===== src/rtl/uart_tx_crc_if.sv =====
// Write-side bus of uart_tx_crc: byte strobe in, buffer-not-full status out.
// With UART_TX_CRC_EN defined the bus also carries wlast, the end-of-block marker.
interface uart_tx_crc_if;
    logic [7:0] wdata;
    logic       wr;
`ifdef UART_TX_CRC_EN
    logic       wlast;
`endif
    logic       tbnf;

`ifdef UART_TX_CRC_EN
    modport master (output wdata, output wr, output wlast, input tbnf);
    modport slave  (input wdata, input wr, input wlast, output tbnf);
`else
    modport master (output wdata, output wr, input tbnf);
    modport slave  (input wdata, input wr, output tbnf);
`endif
endinterface


===== src/rtl/uart_tx_crc.sv =====
// Buffered 8N1 UART transmitter. Defining UART_TX_CRC_EN adds wlast and a
// CRC-8 (poly 0x07) trailer frame after every byte marked wlast.
module uart_tx_crc #(
    parameter int CLKS_PER_BIT = 16,
    parameter int DEPTH        = 4
) (
    input  logic         clk,
    input  logic         reset,
    uart_tx_crc_if.slave bus,
    output logic         txd,
    output logic         txi
);
    localparam int PTR_W = (DEPTH > 1) ? $clog2(DEPTH) : 1;
    localparam int CNT_W = $clog2(DEPTH + 1);
    localparam int BC_W  = (CLKS_PER_BIT > 1) ? $clog2(CLKS_PER_BIT) : 1;
    localparam logic [BC_W-1:0] BIT_LAST = BC_W'(CLKS_PER_BIT - 1);

`ifdef UART_TX_CRC_EN
    localparam int ENTRY_W = 9;
    typedef enum logic [2:0] {IDLE, START, DATA, STOP, CSTART, CDATA, CSTOP} state_t;
`else
    localparam int ENTRY_W = 8;
    typedef enum logic [1:0] {IDLE, START, DATA, STOP} state_t;
`endif

    state_t             state_q, state_d;
    logic [ENTRY_W-1:0] mem_q [DEPTH];
    logic [PTR_W-1:0]   wrPtr_q, rdPtr_q;
    logic [CNT_W-1:0]   count_q, count_d;
    logic [BC_W-1:0]    bitCnt_q, bitCnt_d;
    logic [2:0]         bitIdx_q, bitIdx_d;
    logic [7:0]         shift_q, shift_d;
    logic               txd_q, txd_d;
    logic               push, pop, boundary, frameDone;
    logic [ENTRY_W-1:0] head, wrEntry;

`ifdef UART_TX_CRC_EN
    logic [7:0] crc_q, crc_d;
    logic       last_q, last_d;

    function automatic logic [7:0] crc8(input logic [7:0] crc, input logic [7:0] data);
        logic [7:0] c;
        c = crc ^ data;
        for (int i = 0; i < 8; i++) begin
            c = c[7] ? ((c << 1) ^ 8'h07) : (c << 1);
        end
        return c;
    endfunction

    assign wrEntry = {bus.wlast, bus.wdata};
`else
    assign wrEntry = bus.wdata;
`endif

    // A full buffer still accepts a write when the transmitter pops in the same cycle.
    assign head     = mem_q[rdPtr_q];
    assign push     = bus.wr && ((count_q != CNT_W'(DEPTH)) || pop);
    assign bus.tbnf = (count_q < CNT_W'(DEPTH));
    assign txi      = (state_q == IDLE) && (count_q == '0);
    assign txd      = txd_q;

    always_comb begin
        count_d = count_q;
        if (push && !pop) begin
            count_d = count_q + CNT_W'(1);
        end else if (pop && !push) begin
            count_d = count_q - CNT_W'(1);
        end
    end

    always_comb begin
        state_d   = state_q;
        bitCnt_d  = bitCnt_q;
        bitIdx_d  = bitIdx_q;
        shift_d   = shift_q;
        pop       = 1'b0;
        frameDone = 1'b0;
`ifdef UART_TX_CRC_EN
        crc_d     = crc_q;
        last_d    = last_q;
`endif
        boundary  = (bitCnt_q == '0);
        if (state_q != IDLE) begin
            bitCnt_d = boundary ? BIT_LAST : bitCnt_q - BC_W'(1);
        end

        unique case (state_q)
            IDLE:  frameDone = 1'b1;
            START: if (boundary) begin
                state_d  = DATA;
                bitIdx_d = '0;
            end
            DATA:  if (boundary) begin
                shift_d  = shift_q >> 1;
                bitIdx_d = bitIdx_q + 3'd1;
                if (bitIdx_q == 3'd7) state_d = STOP;
            end
            STOP:  if (boundary) begin
`ifdef UART_TX_CRC_EN
                if (last_q) begin
                    state_d = CSTART;
                    shift_d = crc_q;
                    last_d  = 1'b0;
                end else
`endif
                frameDone = 1'b1;
            end
`ifdef UART_TX_CRC_EN
            CSTART: if (boundary) begin
                state_d  = CDATA;
                bitIdx_d = '0;
            end
            CDATA:  if (boundary) begin
                shift_d  = shift_q >> 1;
                bitIdx_d = bitIdx_q + 3'd1;
                if (bitIdx_q == 3'd7) state_d = CSTOP;
            end
            CSTOP:  if (boundary) begin
                crc_d     = '0;
                frameDone = 1'b1;
            end
`endif
            default: state_d = IDLE;
        endcase

        // End of a frame (or idle): start the next buffered byte with no gap.
        if (frameDone) begin
            if (count_q != '0) begin
                pop      = 1'b1;
                shift_d  = head[7:0];
                state_d  = START;
                bitCnt_d = BIT_LAST;
`ifdef UART_TX_CRC_EN
                last_d   = head[8];
                crc_d    = crc8(crc_d, head[7:0]);
`endif
            end else begin
                state_d  = IDLE;
                bitCnt_d = '0;
            end
        end
    end

    always_comb begin
        txd_d = 1'b1;
        unique case (state_q)
            START:  txd_d = 1'b0;
            DATA:   txd_d = shift_q[0];
`ifdef UART_TX_CRC_EN
            CSTART: txd_d = 1'b0;
            CDATA:  txd_d = shift_q[0];
`endif
            default: txd_d = 1'b1;
        endcase
    end

    always_ff @(posedge clk or posedge reset) begin
        if (reset) begin
            state_q  <= IDLE;
            count_q  <= '0;
            wrPtr_q  <= '0;
            rdPtr_q  <= '0;
            bitCnt_q <= '0;
            bitIdx_q <= '0;
            shift_q  <= '0;
            txd_q    <= 1'b1;
`ifdef UART_TX_CRC_EN
            crc_q    <= '0;
            last_q   <= 1'b0;
`endif
        end else begin
            state_q  <= state_d;
            count_q  <= count_d;
            bitCnt_q <= bitCnt_d;
            bitIdx_q <= bitIdx_d;
            shift_q  <= shift_d;
            txd_q    <= txd_d;
`ifdef UART_TX_CRC_EN
            crc_q    <= crc_d;
            last_q   <= last_d;
`endif
            if (push) wrPtr_q <= wrPtr_q + PTR_W'(1);
            if (pop)  rdPtr_q <= rdPtr_q + PTR_W'(1);
        end
    end

    always_ff @(posedge clk) begin
        if (push) mem_q[wrPtr_q] <= wrEntry;
    end
endmodule


===== src/flat_wrapper.sv =====
// flat-port wrapper written by rule: the top's interface ports become plain ports
module uart_tx_crc_flat 
#(
    parameter int CLKS_PER_BIT = 16,
    parameter int DEPTH        = 4
)
  (clk, reset, txd, txi, bus_wdata, bus_wr, bus_tbnf);
  uart_tx_crc_if bus_i ();
  input  logic clk;
  input  logic reset;
  output logic txd;
  output logic txi;
  input wire logic [$bits(bus_i.wdata)-1:0] bus_wdata;
  input wire logic [$bits(bus_i.wr)-1:0] bus_wr;
  output wire logic [$bits(bus_i.tbnf)-1:0] bus_tbnf;
  assign bus_i.wdata = bus_wdata;
  assign bus_i.wr = bus_wr;
  assign bus_tbnf = bus_i.tbnf;
  uart_tx_crc #(.CLKS_PER_BIT(CLKS_PER_BIT), .DEPTH(DEPTH)) u_core (.clk(clk), .reset(reset), .bus(bus_i), .txd(txd), .txi(txi));
endmodule

===== config.mk =====
export PLATFORM = sky130hd
export DESIGN_NAME = uart_tx_crc_flat
export DESIGN_NICKNAME = d
export VERILOG_FILES = /design/src/rtl/uart_tx_crc_if.sv /design/src/rtl/uart_tx_crc.sv /design/src/flat_wrapper.sv
export SDC_FILE = /design/constraint.sdc
export NUM_CORES = 1
export LEC_CHECK = 0
export ABC_CLOCK_PERIOD_IN_PS = 3300
export CAP_MARGIN = 25
export CORE_AREA = 8 8 86 88
export CTS_CLUSTER_DIAMETER = 150
export DETAILED_ROUTE_END_ITERATION = 10
export DIE_AREA = 0 0 94 96
export GPL_TIMING_DRIVEN = 0
export SLEW_MARGIN = 20
export SYNTH_ARGS = -nofsm -noshare
export SYNTH_HDL_FRONTEND = slang
export SYNTH_SLANG_ARGS = --single-unit

===== constraint.sdc =====
create_clock -name clk -period 3.3 [get_ports clk]
set_input_delay 0.825 -clock clk [delete_from_list [all_inputs] [get_ports clk]]
set_output_delay 0.825 -clock clk [all_outputs]
set_load 0.005 [all_outputs]

# Word-level counts from Yosys, hierarchy flattened
# Memories as Yosys holds them, arrays and structs flattened.
# Cells that the tools add are included.
# classes
magnitude_cmp	1
eq_ne	10
muxes	26
add_sub_neg	6
reduce_logical	18
# op_table
operator	count
2-to-1 mux 8 bit	4
2-to-1 mux 4 bit	4
2-to-1 mux 3 bit	4
inequality test 3 x 1 -> 1 bit, second input constant	3
2-to-1 mux 2 bit	4
nonzero test 2 bit	4
adder 3 x 1 -> 3 bit, second input constant	2
2-to-1 mux 1 bit	6
case mux 3 bit (2 select lines)	1
nonzero test 3 bit	2
adder 2 x 1 -> 2 bit, second input constant	2
equality test 2 bit, second input constant	2
logical AND 1 bit	4
zero test 4 bit	1
inequality test 2 x 1 -> 1 bit, second input constant	2
case mux 1 bit (2 select lines)	2
case mux 2 bit (2 select lines)	1
AND reduction 4 bit	1
subtractor 4 x 1 -> 4 bit, second input constant	1
equality test 3 bit, second input constant	1
zero test 3 bit	1
less-than comparator 3 bit, second input constant	1
inequality test 3 bit, second input constant	1
AND reduction 3 bit	1
5 further kinds	6
# totals
mem_count	1
elab_cells	70
reg_bits	25
inputBits	11
out_inout_bits	3
ram_bits	32
# mem_list
memory	words	word_bits	rd	rd_ports_with_merged_regs	wr	line_no	text
u_core.mem_q	4	8	1	0	1	uart_tx_crc.sv:27	logic [ENTRY_W-1:0] mem_q [DEPTH];

# Logic depth before layout (Yosys ltp)
# logic_depth
ltp_word	10
mapped_depth	11
ltp_nobuf	11

# Least setup slack after synthesis
# OpenSTA, ideal clock, no wires.
# synth_timing
path_type	flip-flop to flip-flop
start	register u_core.bitCnt_q[0]
end	register u_core.count_q[2]
slack_ps	743
setup_time_ps	80
path_stages_with_launch	12
required_ps	3220
t_arrival_ps	2477
path_buffers	1
cell_sequence	dfrtp_1 -> inv_1 -> ha_1 -> and4bb_4 -> o211ai_2 -> buf_2 -> ha_1 -> inv_1 -> fa_1 -> xor2_1 -> nor2_1 -> xnor2_1
# synth_via
elab_chain_len	9
elab_cells_between_ends	12
classes_between	mux (4); reduce/logical (8)
# synth_rtl
item	line_no	text
start: declaration	uart_tx_crc.sv:30	logic [BC_W-1:0] bitCnt_q, bitCnt_d;
start signal: assignment	uart_tx_crc.sv:174	bitCnt_q <= bitCnt_d;
zero test 4 bit (*)	uart_tx_crc.sv:82	boundary = (bitCnt_q == '0);
2-to-1 mux 1 bit (*)	uart_tx_crc.sv:98	STOP: if (boundary) begin
case mux 1 bit (2 select lines) (*)	uart_tx_crc.sv:87	unique case (state_q)
2-to-1 mux 1 bit (*)	uart_tx_crc.sv:127	if (frameDone) begin
logical OR 1 bit	uart_tx_crc.sv:57	assign push = bus.wr && ((count_q != CNT_W'(DEPTH)) || pop);
logical AND 1 bit	uart_tx_crc.sv:57	
zero test 1 bit	uart_tx_crc.sv:66	end else if (pop && !push) begin
logical AND 1 bit	uart_tx_crc.sv:66	
nonzero test 2 bit (no line)	-	
end signal: assignment	uart_tx_crc.sv:173	count_q <= count_d;
end: declaration	uart_tx_crc.sv:29	logic [CNT_W-1:0] count_q, count_d;
# Every way passes the cells marked *; elsewhere a longest branch is shown, timed or not.
# A chain may end at the register's enable or synchronous reset.

# Final worst setup path
# Same ends and word-level chain as after synthesis.

==> summary.txt <==
DPL Wire Length = 3100 um
setup_tns = 0 ns
Hold/Removal Path Class = register to register
Rel. slew slack = 0.635
critical path, cell by cell = inv_1, ha_1, and4bb_4, o211ai_2, buf_2, ha_1, inv_1, fa_1, xor2_1, nor2_1, xnor2_1
synthesized area = 2630 sq um
Peak Freq = 0.353 GHz
# fillers = 525
n_diodes = 0
CTS Hold Bufs = 0
CP max stage delay = 0.43 ns
Die Ht = 96 um
Max-cap violations = 0
Post-Synthesis Cells = 184
Slew Viols, Final = 0
core area = 6100 sq um
Critical Path Fanout Max = 10
total number of vias = 1517
Residual DRC = 0
Worst-Margin Slew = 0.547 ns
Final Setup Violations = 0
CP bufs+invs = 3
Worst path top cell family by delay = adder cells
nets = 233
Clock power frac = 0.362
Netlist cell types = 42
largest net degree at the start of global routing = 26
Die Wd = 94 um
WL final = 4390 um
Worst Reg-to-Reg Cells = 11
initial DRC count = 64
cts repair resizes = 0
number of CTS-inserted buffers = 9
Die Area = 9020 sq um
gr ovfl total = 0
clock tree buffer depth = 2
Post-DRT Antenna Nets = 0
clk_skew = 0.00788 ns
WP data required = 3.55 ns
Slowest cell on crit path = fa_1
Total GRT Usage = 0.113
worst flop-to-flop path startpoint = u_core.bitCnt_q[0]
Power Density = 614 nW/um^2
Area growth syn-to-layout = 17.2%
gpl congestion = 0.767
Psw = 461 uW
internal power = 1.43 mW
fin crit share = 0.859
slack of the worst reg-to-reg path = 0.47 ns
CTS tree = done
sequential share of power = 0.491
RSZ-0062 raised after global routing = false
final hold violation count = 0
Worst Setup Start Kind = register
WL per Instance = 15.1 um
layout cell share with drive strength beyond 1 = 0.192
Leak = 1.26 nW
hold depth = 1
first-pass GRT wire length = 7800 um
Root Driver = clkbuf_8
crit end category = register
I/O Buffers = 13
Via-to-Cell Ratio = 5.21
register bit total from synthesis = 57
part of the power in combinational logic = 0.147
YS warnings = 0
TritonCTS sink count = 57
Clock Latency Late Sink = 0.32 ns
Starting Density = 0.432
first drt pass iteration count = 4
worst setup path class = register to register
switching portion of total power = 0.244
H-tree Lvls = 3
Tmin final = 2.83 ns
# IOs = 14
syn nets = 208
FF-to-FF End = u_core.count_q[2]
row count = 29
hold endpoint = u_core.txd
initial antenna violation count = 0
Util after Layout = 0.506
outcome = finished, final reports clean
setup repair bufs after CTS = 0
CTS clk-pin slew, worst paths = 0.07 ns
sequential share of the synthesized area = 0.603
Arr. time, crit path = 3.08 ns
vias in the first global route = 1676
maximum vdd drop = 0.000518 V
Avg Inst Size Synth = 14.3 sq um
min-delay src = u_core.shift_q[0]
state kept, by name (all words and copies together) (netlist names):
| name | cells |
|---|---|
| u_core.mem_q | 32 |
| u_core.rdPtr_q | 2 |
| u_core.bitIdx_q | 3 |
| u_core.wrPtr_q | 2 |
| u_core.shift_q | 8 |
| u_core.count_q | 3 |
| u_core.state_q | 2 |
| u_core.txd | 1 |
| u_core.bitCnt_q | 4 |
per-layer routing:
| layer | GRT usage | share of wire |
|---|---|---|
| met4 | 0.0674 | 0.014 |
| met2 | 0.194 | 0.52 |
| met5 | 0 | 0 |
| met1 | 0.121 | 0.43 |
| met3 | 0.0320 | 0.031 |
cells in the mapped netlist (all sizes together):
cell type,count,area [sq um]
edfxtp,32,961
dfrtp,24,601
inv,14,52.6
nor2,13,48.8
ha,12,150
a21oi,11,55.1
mux2i,8,80.1
mux4,8,180
nand2,6,22.5
o21ai,5,25.0
and2,4,30.0
buf,4,22.5
xnor2,4,35.0
o22ai,3,18.8
o2bb2ai,3,26.3
xor2,3,26.3
a22oi,2,15.0
mux2,2,26.3
nand3,2,10.0
nor3,2,10.0
nor4b,2,17.5
o211a,2,20.0
o211ai,2,20.0
a211oi,1,7.51
a21boi,1,7.51
a21o,1,7.51
and3,1,7.51
and4bb,1,16.3
clkbuf,1,3.75
dfstp,1,26.3
fa,1,20.0
nand2b,1,6.26
nor3b,1,7.51
o21a,1,15.0
o21bai,1,7.51
o311a,1,10.0
o41a,1,21.3
or3,1,6.26
or3b,1,8.76
power by group through the flow:
stage | Combinational, mW | Sequential [mW] | Clock (mW)
5_1_grt | 0.315 | 0.943 | 0.731
6_report | 0.278 | 0.930 | 0.686
3_5_place_dp | 0.282 | 0.946 | 0
2_1_floorplan | 0.199 | 0.927 | 0
3_3_place_gp | 0.266 | 0.932 | 0
4_1_cts | 0.282 | 0.931 | 0.700
cells by family (layout without fill, tap and decap cells):
kind of cell    count (synthesis)  after routing  share of synthesized area
compound gates                 35             35                     0.0974
mux                            18             18                      0.109
xor+xnor                        7              7                     0.0233
buf+inv                        19             49                     0.0299
fa+ha+maj                      13             13                     0.0646
simple gates                   35             35                     0.0727
flops                          57             57                      0.603
layout by cell type (no fill, tap or decap), types with 3 or more instances in the layout:
cell,count
and2_2,4
inv_1,13
a21oi_1,11
mux2i_1,8
o2bb2ai_1,3
o21ai_0,5
edfxtp_1,32
nand2_1,6
clkdlybuf4s50_1,13
ha_1,12
dfrtp_1,24
mux4_2,8
xor2_1,3
clkinv_2,3
clkbuf_8,9
o22ai_1,3
xnor2_1,4
buf_2,3
nor2_1,13
area by class of cell:
type / count / area (sq um) / area share
Inverter: 14 / 52.6 / 0.0170
Multi-Input combinational cell: 108 / 966 / 0.313
Timing Repair Buffer: 14 / 145 / 0.0471
Buffer: 5 / 26.3 / 0.00852
Tap cell: 77 / 96.3 / 0.0312
Clock inverter: 6 / 82.6 / 0.0268
Clock buffer: 10 / 128 / 0.0414
Sequential cell: 57 / 1590 / 0.515
worst max-delay path by stage:
stage	endpoint	start	cells past startpoint
6_report	u_core.count_q[2]	u_core.bitCnt_q[0]	11
5_1_grt	u_core.count_q[2]	u_core.bitCnt_q[0]	11
4_1_cts	u_core.count_q[2]	u_core.bitCnt_q[0]	11
3_5_place_dp	u_core.count_q[2]	u_core.bitCnt_q[0]	11
3_3_place_gp	u_core.count_q[2]	u_core.bitCnt_q[0]	11
2_1_floorplan	u_core.count_q[2]	u_core.bitCnt_q[0]	11
stage by stage:
| stage | total power, mW | hold WS (ns) | area, sq um | worst slack (ns) | instances |
|---|---|---|---|---|---|
| 4_1_cts | 1.91 | 0.504 | 3070 | 0.434 | 290 |
| 5_1_grt | 1.99 | 0.529 | 3080 | 0.183 | 291 |
| 2_1_floorplan | 1.13 | 0.455 | 2630 | 0.743 | 184 |
| 3_5_place_dp | 1.23 | 0.488 | 2860 | 0.441 | 274 |
| 6_report | 1.89 | 0.511 | 3080 | 0.466 | 291 |
| 3_3_place_gp | 1.20 | 0.488 | 2860 | 0.488 | 274 |
No activity file was read; power rests on OpenSTA's default activity.
